===== src/rtl/config_sequencer.sv =====
// Frames a 32-bit bitstream into address/data pairs and drives the
// array-wide configuration bus with one write strobe per pair.
module config_sequencer #(
   parameter int unsigned GAP_CYCLES = 1
) (
   input  logic        clk,
   input  logic        reset,
   input  logic [31:0] in_data,
   input  logic        in_valid,
   output logic        in_ready,
   output logic [15:0] tile_id,
   output logic [31:0] config_addr,
   output logic [31:0] config_data,
   output logic        config_we,
   output logic        busy,
   output logic        frame_done,
   output logic [31:0] write_count
);

   typedef enum logic [2:0] {
      S_IDLE,
      S_ADDR,
      S_DATA,
      S_WRITE,
      S_GAP
   } state_e;

   localparam bit HasGap = (GAP_CYCLES != 0);
   localparam logic [3:0] GapInit =
      HasGap ? 4'(GAP_CYCLES - 1) : 4'd0;

   state_e      state_q, state_d;
   logic [15:0] tile_q, tile_d;
   logic [15:0] rem_q, rem_d;
   logic [31:0] addr_q, addr_d;
   logic [31:0] data_q, data_d;
   logic [31:0] wc_q, wc_d;
   logic [3:0]  gap_q, gap_d;
   logic        done_q, done_d;
   logic        accept;

   // Reset gating keeps a strobe from escaping while reset is held.
   assign in_ready = ~reset & ((state_q == S_IDLE) ||
                               (state_q == S_ADDR) ||
                               (state_q == S_DATA));
   assign config_we = ~reset & (state_q == S_WRITE);
   assign busy      = ~reset & (state_q != S_IDLE);
   assign accept    = in_valid & in_ready;

   assign tile_id     = tile_q;
   assign config_addr = addr_q;
   assign config_data = data_q;
   assign frame_done  = done_q;
   assign write_count = wc_q;

   always_comb begin
      state_d = state_q;
      tile_d  = tile_q;
      rem_d   = rem_q;
      addr_d  = addr_q;
      data_d  = data_q;
      wc_d    = wc_q;
      gap_d   = gap_q;
      done_d  = 1'b0;
      unique case (state_q)
         S_IDLE: begin
            if (accept) begin
               tile_d = in_data[15:0];
               rem_d  = in_data[31:16];
               if (in_data[31:16] == 16'd0) begin
                  done_d = 1'b1;
               end else begin
                  state_d = S_ADDR;
               end
            end
         end
         S_ADDR: begin
            if (accept) begin
               addr_d  = in_data;
               state_d = S_DATA;
            end
         end
         S_DATA: begin
            if (accept) begin
               data_d  = in_data;
               state_d = S_WRITE;
            end
         end
         S_WRITE: begin
            rem_d = rem_q - 16'd1;
            wc_d  = wc_q + 32'd1;
            if (HasGap) begin
               gap_d   = GapInit;
               state_d = S_GAP;
            end else if (rem_q == 16'd1) begin
               done_d  = 1'b1;
               state_d = S_IDLE;
            end else begin
               state_d = S_ADDR;
            end
         end
         S_GAP: begin
            if (gap_q == 4'd0) begin
               if (rem_q == 16'd0) begin
                  done_d  = 1'b1;
                  state_d = S_IDLE;
               end else begin
                  state_d = S_ADDR;
               end
            end else begin
               gap_d = gap_q - 4'd1;
            end
         end
         default: begin
            state_d = S_IDLE;
         end
      endcase
   end

   always_ff @(posedge clk) begin
      if (reset) begin
         state_q <= S_IDLE;
         tile_q  <= '0;
         rem_q   <= '0;
         addr_q  <= '0;
         data_q  <= '0;
         wc_q    <= '0;
         gap_q   <= '0;
         done_q  <= 1'b0;
      end else begin
         state_q <= state_d;
         tile_q  <= tile_d;
         rem_q   <= rem_d;
         addr_q  <= addr_d;
         data_q  <= data_d;
         wc_q    <= wc_d;
         gap_q   <= gap_d;
         done_q  <= done_d;
      end
   end

endmodule


===== config.mk =====
export PLATFORM = sky130hd
export DESIGN_NAME = config_sequencer
export DESIGN_NICKNAME = d
export VERILOG_FILES = /design/src/rtl/config_sequencer.sv
export SDC_FILE = /design/constraint.sdc
export NUM_CORES = 1
export LEC_CHECK = 0
export BUFFER_PORTS_ARGS = -buffer_cell sky130_fd_sc_hd__clkbuf_2
export CAP_MARGIN = 20
export CORE_MARGIN = 3
export CORE_UTILIZATION = 41
export CTS_BUF_LIST = sky130_fd_sc_hd__clkbuf_16
export CTS_CLUSTER_SIZE = 40
export DETAILED_ROUTE_END_ITERATION = 6
export HOLD_SLACK_MARGIN = 0.05
export SYNTH_ARGS = -nofsm -noshare
export SYNTH_HDL_FRONTEND = slang
export SYNTH_SLANG_ARGS = --single-unit
export TNS_END_PERCENT = 100

===== constraint.sdc =====
create_clock -name clk -period 2.61 [get_ports clk]
set_clock_uncertainty 0.1 [all_clocks]
set_input_delay 0.3915 -clock clk [delete_from_list [all_inputs] [get_ports clk]]
set_output_delay 0.3915 -clock clk [all_outputs]
set_load 0.005 [all_outputs]

==> flow_summary.json, run 1 <==
{
  "grt_pass1_wl_um": 25000,
  "synth_area_mm2": 0.00557,
  "power_per_cell_area_mw_per_mm2": 665,
  "overflow": 0,
  "clock-sinks": 136,
  "power_switching_mw": 1.14,
  "grt_start_max_net_pins": 109,
  "cts_resized": 0,
  "pwr-share-comb_pct": 7.7,
  "yosys-top-cells-area": "dfxtp_1 49%, nand2_1 13%, a21oi_1 10%",
  "drt-vias-per-instance": 5.33,
  "fin_util_pct": 54.0,
  "routed_wl_um": 15900,
  "dp_hpwl_um": 10800,
  "io_pins": 151,
  "synthMuxAreaShare_pct": 0,
  "first_global_vias": 5094,
  "die_y_um": 123,
  "p_sw_share_pct": 24.3,
  "post-cts-setup-buffers": 0,
  "finalMaxSlewViolations": 0,
  "start_util_pct": 42.9,
  "syn_inst": 703,
  "die_area_mm2": 0.0150,
  "required_ns": 2.80,
  "synth-adder-area-share_pct": 1.12,
  "crit_type": "flip-flop to flip-flop",
  "ys_seq_elements": 136,
  "avgSynthCellArea_um2": 7.93,
  "synth_warnings": 0,
  "drtIter0Drc": 454,
  "finalSetupViolations": 0,
  "peakVddDrop_mv": 0.432,
  "root_buffer": "clkbuf_16",
  "totalNegativeSetupSlack_ns": 0,
  "ys_types": 46,
  "portBuffers": 150,
  "die_w_um": 123,
  "cellLeakagePower_nw": 2.83,
  "synth-compound-area-share_pct": 14.9,
  "end_kind": "flip-flop",
  "synthMostInstantiatedCell": "nand2_1",
  "hold_class": "input pin to flip-flop",
  "netlist.area_leader.share_pct": 48.8,
  "htreeDepth": 4,
  "crit_fanout": 11,
  "intPower_mw": 3.53,
  "track_usage_pct": 21.1,
  "synth_ff_type": "dfxtp_1",
  "cts.path.max_buffers": 2,
  "synthXorXnorAreaFrac_pct": 3.77,
  "worst_slack_ns": 0.413,
  "cts_tree": "yes",
  "final_hold_viol_count": 0,
  "drt_drc_violations_left": 0,
  "vias": 5460,
  "run_status": "finished, final reports clean",
  "synth_top_family_by_area": "simple AND/OR/NAND/NOR gates",
  "layout-drive-gt1-share_pct": 23.5,
  "ys_top_cells_by_count": "188 x nand2_1, 136 x dfxtp_1, 113 x a21oi_1",
  "synth_area_leader_cell": "dfxtp_1",
  "arrival_ns": 2.39,
  "finalPower_mw": 4.66,
  "holdBufCountCts": 0,
  "async_flop_share_pct": 0,
  "core-area_mm2": 0.0130,
  "grt_antenna_before_repair": 0,
  "worst_pin_slew_ns": 0.475,
  "syn_nets": 743,
  "place_ws_ns": 0.417,
  "cts_inserted_buffers": 17,
  "fin_crit_sh_pct": 84.2,
  "clkTransAtPathRegs_ns": 0.06,
  "synthSimpleGateAreaFrac_pct": 27.5,
  "num_antenna_cells": 0,
  "seq_area_frac_synth_pct": 48.8,
  "cap_violations": 0,
  "antenna_left": 0,
  "fin_crit_ns": 2.20,
  "fmax_mhz": 455,
  "rows": 41,
  "start_kind": "flip-flop",
  "clkPwrFrac_pct": 45.8,
  "synth_edf_count": 0,
  "clk_latency_ns": 0.42,
  "power_frac_seq_pct": 46.6,
  "slew_headroom_pct": 68.3,
  "firstDrtPassIters": 5,
  "syn_to_final_growth_pct": 25.7,
  "fin_nets": 880,
  "gp_congestion": 0.846,
  "wl_per_cell_um": 15.5,
  "grt_setup_unrepaired": "no"
}
[layer usage]
metal / part of all wire [%] / track usage (%) / vias up
met1: 43 / 26.0 / 2588
li1: - / - / 2670
met5: 0 / 0 / -
met4: 1.5 / 7.56 / 0
met3: 6.9 / 6.22 / 23
met2: 48 / 35.2 / 179
[per-stage QoR]
| stage | instance area, um^2 | std cells | hold WS, ns |
|---|---|---|---|
| 4_1_cts | 6980 | 1023 | 0.104 |
| 5_1_grt | 7010 | 1024 | 0.123 |
| 6_report | 7010 | 1024 | 0.125 |
| 3_5_place_dp | 6460 | 992 | 0.348 |
| 3_3_place_gp | 6460 | 992 | 0.343 |
| 2_1_floorplan | 5570 | 703 | 0.352 |
[worst max-delay path, cell delays in order (launching register included)]
cell      delay (ns)
dfxtp_1         0.56
and3b_1         0.50
nand2_1         0.37
o311ai_0        0.43
a21oi_1         0.10
[power groups by stage]
stage          Sequential [mW]  Combinational (mW)  Clock (mW)
2_1_floorplan             2.20               0.215           0
3_3_place_gp              2.21               0.344           0
3_5_place_dp              2.21               0.349           0
4_1_cts                   2.17               0.351        2.17
5_1_grt                   2.18               0.396        2.25
6_report                  2.17               0.357        2.13
[path summary, 6_finish.rpt]
path / startpoint / end / slack, ns / depth (start not counted)
worst max-delay path: state_q[0] / rem_q[8] / 0.41 / 4
worst min register to register: config_data[4] / config_data[4] / 0.35 / 2
worst min-delay path: in_data[14] / tile_id[14] / 0.12 / 3
worst max register to register: state_q[0] / rem_q[8] / 0.41 / 4
[cells by family after synthesis]
kind of cell	after synthesis
simple gates	331
fa+ha+maj	5
buf+inv	54
xor+xnor	24
flops	136
compound gates	153
[cell type report]
class,count,area [um^2]
clock buffers,17,425
clock inverters,14,96.3
fillers,1280,5970
inverters,9,33.8
multi-input cells,513,2640
flip-flops and latches,136,2720
well taps,172,215
repair buffers,163,871
[flip-flops by register name, summed over array words and instances (netlist names)]
register     cells
config_addr     32
config_data     32
frame_done       1
gap_q            4
rem_q           16
state_q          3
tile_id         16
write_count     32
[cell usage in the layout (no fill, tap or decap), types with 14 or more instances in the layout]
cell type  Yosys  routed
xor2_1        14      14
nand4_1       14      14
nand2_1      188     188
clkbuf_2       0     149
o21ai_0       16      16
or3_1         16      16
a21oi_1      113     113
dfxtp_1      136     136
nor2_1        51      51
clkbuf_16      0      17
Power figures use the tool's default switching activity.
==> run 2: changes to the inputs <==
--- a/config.mk
+++ b/config.mk
@@ -13,6 +13,7 @@
 export CTS_CLUSTER_SIZE = 40
 export DETAILED_ROUTE_END_ITERATION = 6
 export HOLD_SLACK_MARGIN = 0.05
+export PLACE_DENSITY = 0.67
 export SYNTH_ARGS = -nofsm -noshare
 export SYNTH_HDL_FRONTEND = slang
 export SYNTH_SLANG_ARGS = --single-unit
==> constraint.sdc (replaced) <==
create_clock -name clk -period 1.89 [get_ports clk]
set_clock_uncertainty 0.1 [all_clocks]
set_input_delay 0.2835 -clock clk [delete_from_list [all_inputs] [get_ports clk]]
set_output_delay 0.2835 -clock clk [all_outputs]
set_load 0.005 [all_outputs]
==> flow_summary.json, run 2 (synthesis results as in run 1) <==
{
  "min_from": "reset",
  "r2r-start": "rem_q[11]",
  "grt_pass1_wl_um": 25900,
  "drtIter0Drc": 330,
  "track_usage_pct": 21.6,
  "fin_crit_ns": 1.83,
  "rrSetupSlack_ns": 0.06,
  "r2r_end": "frame_done",
  "placed_cells": 1031,
  "start_kind": "flip-flop",
  "hold_end": "state_q[1]",
  "grt_antenna_before_repair": 0,
  "cap_violations": 0,
  "required_ns": 2.12,
  "peakVddDrop_mv": 0.727,
  "clock-sinks": 136,
  "start_util_pct": 42.9,
  "drt-vias-per-instance": 5.16,
  "cts_inserted_buffers": 17,
  "wl_per_cell_um": 14.9,
  "arrival_ns": 2.06,
  "die_w_um": 123,
  "clkTransAtPathRegs_ns": 0.06,
  "slew_headroom_pct": 59.3,
  "power_per_cell_area_mw_per_mm2": 865,
  "fin_nets": 956,
  "final_hold_viol_count": 0,
  "first_global_vias": 5259,
  "io_pins": 151,
  "mostFrequentLayoutCell": "nand2_1",
  "routed_wl_um": 16400,
  "critPathLaunch": "rem_q[11]",
  "cellLeakagePower_nw": 3.22,
  "overflow": 0,
  "syn_to_final_growth_pct": 39.4,
  "antenna_left": 0,
  "core-area_mm2": 0.0130,
  "root_buffer": "clkbuf_16",
  "finalPower_mw": 6.72,
  "fin_crit_sh_pct": 96.6,
  "grt_start_max_net_pins": 139,
  "hold_slack_ns": 0.111,
  "finalNonFillerCells": 1101,
  "run_status": "finished, final reports clean",
  "crit_type": "flip-flop to flip-flop",
  "rows": 41,
  "end_kind": "flip-flop",
  "die_y_um": 123,
  "worst_pin_slew_ns": 0.611,
  "clk_latency_ns": 0.42,
  "final_cell_mix": "188 x nand2_1, 149 x clkbuf_2, 131 x dfxtp_1, 113 x a21oi_1, 54 x buf_4",
  "grt_setup_unrepaired": "yes",
  "layout-drive-gt1-share_pct": 28.6,
  "die_area_mm2": 0.0150,
  "cts.path.max_buffers": 2,
  "num_antenna_cells": 0,
  "worst-r2r-cell-count": 5,
  "portBuffers": 150,
  "hold_class": "input pin to flip-flop",
  "crit_fanout": 5,
  "cts_tree": "yes",
  "gp_congestion": 0.861,
  "htreeDepth": 4,
  "fin_util_pct": 59.9,
  "drt_drc_violations_left": 0,
  "finalMaxSlewViolations": 0,
  "finalSetupViolations": 0,
  "fillCellCount": 1197,
  "hold_depth": 3,
  "fmax_mhz": 548,
  "dp_hpwl_um": 10900,
  "vias": 5686,
  "firstDrtPassIters": 5
}
-- run 2: cell count changes in the layout (fill, tap and decap cells not counted), sizes merged --
cell | before | now
dlygate4sd3 | 0 | 31
buf | 14 | 58
clkinv | 6 | 8
nand3 | 13 | 14
inv | 13 | 14
clkinvlp | 3 | 1
-- run 2: layout make-up --
cell class / count / area, um^2 / area share (%)
clock buffers: 17 / 425 / 5.48
clock inverters: 15 / 125 / 1.61
inverters: 9 / 33.8 / 0.435
multi-input cells: 514 / 2700 / 34.8
flip-flops and latches: 136 / 2730 / 35.1
well taps: 172 / 215 / 2.77
repair buffers: 238 / 1540 / 19.8
-- run 2: worst max-delay path: stages (launching register included) --
cell and delay (ns):
dfxtp_1 0.33, or4_1 0.60, or3_1 0.39, nor3_2 0.12, a31oi_1 0.07, nor4_2 0.12
-- run 2: per-layer routing --
layer | routed length [um] | vias to the layer above | track usage (%)
li1 | - | 2827 | -
met1 | 7230 | 2660 | 28.0
met2 | 7720 | 173 | 33.6
met4 | 319 | 0 | 8.12
met5 | 0 | - | 0
met3 | 1080 | 26 | 7.19
-- run 2: power breakdown --
group          internal, mW  switching (mW)  leakage, nW
Clock                  1.81            1.29        0.271
Sequential             2.94          0.0465         1.10
Combinational         0.273           0.363         1.85
Total                  5.02            1.70         3.22
-- run 2: worst max-delay path by stage --
stage	to	slack [ns]
floorplan	rem_q[14]	0.002
global placement	rem_q[14]	-0.0002
detailed placement	rem_q[14]	-0.02
CTS	frame_done	0.02
global route	frame_done	-0.07
finish	frame_done	0.06
-- run 2: repair_timing --
action | 4_1_cts | 5_1_grt
resized for setup | 6 | 16
buffers inserted | 0 | 6
pin swaps | 0 | 4
hold buffers | 31 | 0
cloned | 0 | 1
endpoints found under the setup margin | 7 | 21
hold endpoints to repair | 75 | 0
-- run 2: per-stage QoR --
stage                     setup WS, ns    TNS, ns  area (um^2)
after CTS                       0.0226          0         7680
after global routing           -0.0656     -0.119         7770
after detailed placement       -0.0200    -0.0200         6800
after global placement       -0.000185  -0.000185         6800
after floorplan                0.00234          0         5590
final                           0.0648          0         7770
